`config.mk`:
```
export PLATFORM = sky130hd
export DESIGN_NAME = booth_mult_32_seq
export DESIGN_NICKNAME = d
export VERILOG_FILES = /design/src/rtl/booth_mult_32_seq_pkg.sv /design/src/rtl/booth_mult_32_seq_add_sub_33.sv /design/src/rtl/booth_mult_32_seq.sv
export SDC_FILE = /design/constraint.sdc
export NUM_CORES = 1
export LEC_CHECK = 0
export CORE_MARGIN = 3
export CORE_UTILIZATION = 40
export CTS_CLUSTER_SIZE = 10
export DETAILED_ROUTE_END_ITERATION = 8
export MAX_ROUTING_LAYER = met4
export SLEW_MARGIN = 20
export SYNTH_ARGS = -nofsm -noshare
export SYNTH_HDL_FRONTEND = slang
export SYNTH_SLANG_ARGS = --single-unit
```
`constraint.sdc`:
```
create_clock -name CLK -period 16.18 [get_ports CLK]
set_input_delay 2.427 -clock CLK [delete_from_list [all_inputs] [get_ports CLK]]
set_output_delay 2.427 -clock CLK [all_outputs]
set_load 0.03 [all_outputs]
```
`src/rtl/booth_mult_32_seq_pkg.sv`:
```
// Shared constants for the sequential radix-2 Booth multiplier.
// Also holds the 1-bit full-adder cell used by the add/sub unit.
package booth_mult_32_seq_pkg;

    localparam int DATA_WIDTH       = 32;
    localparam int DATA_INDEX_LIMIT = DATA_WIDTH - 1;
    localparam int CNT_WIDTH        = 6;
    localparam int MULT_STEPS       = 32;

    localparam logic [1:0] MULT_ST_IDLE   = 2'b00;
    localparam logic [1:0] MULT_ST_RUN    = 2'b01;
    localparam logic [1:0] MULT_ST_FINISH = 2'b10;

    // Returns {carry_out, sum}.
    function automatic logic [1:0] full_add(input logic a, input logic b, input logic cin);
        return {(a & b) | (cin & (a ^ b)), a ^ b ^ cin};
    endfunction

endpackage

```
`src/rtl/booth_mult_32_seq_add_sub_33.sv`:
```
// 33-bit ripple add/sub: sum = a + b when sub=0, a - b when sub=1.
// The final carry-out is deliberately dropped.
module booth_mult_32_seq_add_sub_33
    import booth_mult_32_seq_pkg::*;
(
    input  logic [DATA_WIDTH:0] a,
    input  logic [DATA_WIDTH:0] b,
    input  logic                sub,
    output logic [DATA_WIDTH:0] sum
);

    logic [DATA_WIDTH:0] b_x;
    logic [1:0]          fa;
    logic                carry;

    // Subtract is a + ~b + 1: invert b and inject the 1 as the first carry.
    assign b_x = b ^ {(DATA_WIDTH + 1){sub}};

    always_comb begin
        // NOTE: every variable written here gets a value before any branch or loop, so no latch is inferred.
        carry = sub;
        sum   = '0;
        fa    = '0;
        for (int i = 0; i <= DATA_WIDTH; i++) begin
            fa     = full_add(a[i], b_x[i], carry);
            sum[i] = fa[0];
            carry  = fa[1];
        end
    end

endmodule

```
`src/rtl/booth_mult_32_seq.sv`:
```
// Multi-cycle signed 32x32->64 radix-2 Booth multiplier, one step per clock.
// Optional OVF output enabled by defining MULT_OVF_FLAG_EN.
module booth_mult_32_seq
    import booth_mult_32_seq_pkg::*;
(
    input  logic                  CLK,
    input  logic                  RST,
    input  logic                  START,
    input  logic [DATA_WIDTH-1:0] A,
    input  logic [DATA_WIDTH-1:0] B,
    output logic                  BUSY,
    output logic                  DONE,
    output logic [DATA_WIDTH-1:0] HI,
`ifdef MULT_OVF_FLAG_EN
    output logic                  OVF,
`endif
    output logic [DATA_WIDTH-1:0] LO
);

    logic [1:0]            state;
    logic [CNT_WIDTH-1:0]  count;
    logic [DATA_WIDTH:0]   acc;
    logic [DATA_WIDTH:0]   mcand;
    logic [DATA_WIDTH-1:0] q;
    logic                  q_m1;

    logic                  sub;
    logic [DATA_WIDTH:0]   sum;
    logic [DATA_WIDTH:0]   acc_op;
    logic [DATA_WIDTH:0]   acc_sh;
    logic [DATA_WIDTH-1:0] q_sh;
    logic                  last_step;

    // Pair 10 subtracts; pair 01 adds; 00/11 keep ACC, so the unit's output is ignored.
    assign sub = (q[0] == 1'b1) && (q_m1 == 1'b0);

    booth_mult_32_seq_add_sub_33 add_sub_33 (
        .a   (acc),
        .b   (mcand),
        .sub (sub),
        .sum (sum)
    );

    assign acc_op    = (q[0] ^ q_m1) ? sum : acc;
    assign acc_sh    = {acc_op[DATA_WIDTH], acc_op[DATA_WIDTH:1]};
    assign q_sh      = {acc_op[0], q[DATA_INDEX_LIMIT:1]};
    assign last_step = (count == CNT_WIDTH'(MULT_STEPS - 1));

    assign BUSY = (state == MULT_ST_RUN);
    assign DONE = (state == MULT_ST_FINISH);

    // NOTE: sequential state uses non-blocking assignments so every register samples pre-edge values.
    always_ff @(posedge CLK or negedge RST) begin
        if (!RST) begin
            // NOTE: all datapath registers are reset, not just the FSM, so a reset mid-run leaves no stale product.
            state <= MULT_ST_IDLE;
            count <= '0;
            acc   <= '0;
            mcand <= '0;
            q     <= '0;
            q_m1  <= 1'b0;
            HI    <= '0;
            LO    <= '0;
`ifdef MULT_OVF_FLAG_EN
            OVF   <= 1'b0;
`endif
        end else begin
            case (state)
                MULT_ST_IDLE: begin
                    if (START) begin
                        mcand <= {A[DATA_INDEX_LIMIT], A};
                        q     <= B;
                        acc   <= '0;
                        q_m1  <= 1'b0;
                        count <= '0;
                        state <= MULT_ST_RUN;
                    end
                end
                MULT_ST_RUN: begin
                    acc   <= acc_sh;
                    q     <= q_sh;
                    q_m1  <= q[0];
                    count <= count + CNT_WIDTH'(1);
                    if (last_step) begin
                        state <= MULT_ST_FINISH;
                        HI    <= acc_sh[DATA_WIDTH-1:0];
                        LO    <= q_sh;
`ifdef MULT_OVF_FLAG_EN
                        OVF   <= (acc_sh[DATA_WIDTH-1:0] != {DATA_WIDTH{q_sh[DATA_INDEX_LIMIT]}});
`endif
                    end
                end
                MULT_ST_FINISH: state <= MULT_ST_IDLE;
                default:        state <= MULT_ST_IDLE;
            endcase
        end
    end

endmodule

```
==> results.md <==
* Num CTS Buffers at 17
* Crit path time final at 14,480 ps
* Static leakage at 4.317 nW
* Top post-synthesis cells by area: dfrtp_1 53%, fa_1 8.0%, mux2i_1 7.6%
* Synth Cell Area at 0.007985 mm2
* Wire per inst at 16.83 um
* CTS tree: yes
* Crit Path Class: flip-flop to flip-flop
* Worst Max-Slew Pin Slew at 1009 ps
* Dpl ws at 1618 ps
* Final Util at 51.70%
* Async set-reset flop share out of synthesis at 100.0%
* Max-cap violation count at 0
* Ant diodes at 0
* Final setup violation count at 0
* Initial antenna violation count at 0
* Detailed Place HPWL at 11.49 mm
* Synth top area share at 52.96%
* RSZ-0062 raised after global routing: no
* Total gr overflow at 0
* Largest net degree at the start of global routing at 106
* Hold crit path type: flip-flop to flip-flop
* Delay of the slowest cell on the worst path at 450 ps
* Hold Fails Final Rpt at 0
* Setup tns final at 0 ps
* Layout fillers at 1,770
* Synth area leader: dfrtp_1
* Cell area after layout at 0.01010 mm2
* Post-CTS Setup Bufs at 0
* Synth-to-layout area growth at 26.43%
* Total GRT Usage at 17.65%
* Initial core utilization at 40.89%
* Syn_nets at 741
* Pins over their slew limit at 0
* Post-synth EDFFs at 0
* # rows at 51
* Sequential element share of the synthesized area at 52.96%
* Synth Flop Type: dfrtp_1
* GPL Wtd Cong at 0.7892
* Post-DR vias/cell at 5.006
* # IOs at 133
* Sink Count at 169
* Synthesized flop and latch total at 169
* PostCTS Resize Cnt at 0
* Req. time, crit path at 16,540 ps
* Nets at 859
* First DRT Iteration DRCs at 364
* Area of the multi-input gates at 0.003408 mm2
* DR pass1 iterations at 4
* Yosys Warn Count at 0
* Clk_lat worst skew at 420 ps
* Max Clock Skew at 8.919 ps
* Vias at 5,186
* Most used cell, CP: fa_1
* Syn Inst Count at 640
* Die area at 0.02169 mm2
* Status: complete, no violations
* DRC at 0
* Core Region at 0.01953 mm2
* Final worst slack at 1697 ps
* Pwr dens at 246.3 mW/mm2
* WP data arrival at 14,850 ps
* Final period utilization at 89.51%
* CTS Hold Bufs at 0
* Clock transition at path regs at 70 ps
* DP Area at 0.009502 mm2
* Sequential Area at 0.004229 mm2
* Crit-path max FO at 3
* Post-DRT Antenna Nets at 0
* Peak VDD IR at 0.09531 mV
* CTS Buffer Depth at 2
* Number of global-route vias before repair at 5,607
* Global-route wire length before repair at 29.96 mm
* Commonest non-fill, non-tap cell in the layout: dfrtp_1
* Average size of a mapped cell at 12.48 um2
* CP Launch Type: flip-flop
* PortBufs at 132
* Most frequent cells in the layout: 169 x dfrtp_1, 131 x clkdlybuf4s50_1, 71 x nand2_1
* Die extent in y at 147.3 um
* Distinct cells, synth at 34
* CTS root buffer: clkbuf_16
* Wirelength, routed at 17.44 mm
* Share of layout cells above drive strength 1 at 12.84%
* Rel. slew slack at 32.72%
* Die span in x at 147.3 um
* Max Fclk at 69.05 MHz
* H-tree level count at 4
* Worst path slowest cell: fa_1
* Crit end category: flip-flop
power breakdown:
| group | switching (mW) | internal (mW) | total (mW) | leakage, nW |
|---|---|---|---|---|
| clock | 0.171 | 0.232 | 0.403 | 0.275 |
| sequential | 0.154 | 0.644 | 0.798 | 2.05 |
| combinational | 0.691 | 0.594 | 1.29 | 1.99 |
| total | 1.02 | 1.47 | 2.49 | 4.32 |
critical path: cells and delay by family (launching register included):
kind                       cells  cell delay, ps
adders and majority gates     32           13340
muxes                          2             440
buffers and inverters          1              90
AOI/OAI and AO/OA              1             170
DFF                            1             400
sequential cells by signal, summed over array words and instances, names as in the netlist:
signal	flops
HI	32
LO	32
acc	32
mcand	32
q	32
count	6
state	2
q_m1	1
area by class of cell:
class / instances / area share (%)
clock buffers: 18 / 4.350
clock inverters: 14 / 1.462
inverters: 36 / 1.338
multi-input cells: 391 / 33.76
flip-flops and latches: 169 / 41.89
well taps: 265 / 3.284
repair buffers: 143 / 13.92
per-stage QoR:
stage	hold WS (ps)	power (mW)	instances
floorplan	466.3	1.704	640
global placement	470.3	2.067	1003
detailed placement	473.7	2.119	1003
CTS	488.4	2.529	1035
global route	502.9	2.721	1036
finish	481.7	2.487	1036
cell usage after synthesis (all sizes together) (21+ instances only):
library cell    n
nand2          71
mux2i          61
fa             32
inv            36
buf            23
o21ai          35
clkbuf         21
xor2           31
mux2           69
a22oi          31
dfrtp         169
o22ai          30
path summary, 6_finish.rpt:
path | start | endpoint | slack, ps | cells after the start
min reg2reg | LO[20]$_DFFE_PN0P_ | LO[20]$_DFFE_PN0P_ | 480 | 1
max in group asynchronous | RST | q[31]$_DFFE_PN0P_ | 12600 | 2
min | LO[20]$_DFFE_PN0P_ | LO[20]$_DFFE_PN0P_ | 480 | 1
min in group asynchronous | RST | LO[23]$_DFFE_PN0P_ | 2130 | 1
max | q[0]$_DFFE_PN0P_ | acc[30]$_DFFE_PN0P_ | 1700 | 36
max reg2reg | q[0]$_DFFE_PN0P_ | acc[30]$_DFFE_PN0P_ | 1700 | 36
layer usage:
layer  up-vias  share of wire [%]  GRT usage (%)
met3        17                3.6          3.609
met2       105                 49          27.58
met4         0                1.2          4.939
met1      2628                 46          23.66
li1       2436                  -              -
met5         -                  0              -
logic make-up after synthesis:
group | Yosys count | synth area share, %
buffers and inverters | 80 | 4.622
flip-flops | 169 | 52.96
AND/OR/NAND/NOR | 90 | 4.795
XOR/XNOR | 33 | 3.620
multiplexers | 130 | 17.38
adder cells (fa/ha/maj) | 34 | 8.336
AO/OA/AOI/OAI | 104 | 8.289
Note: power is estimated with default switching activity, not from simulation.
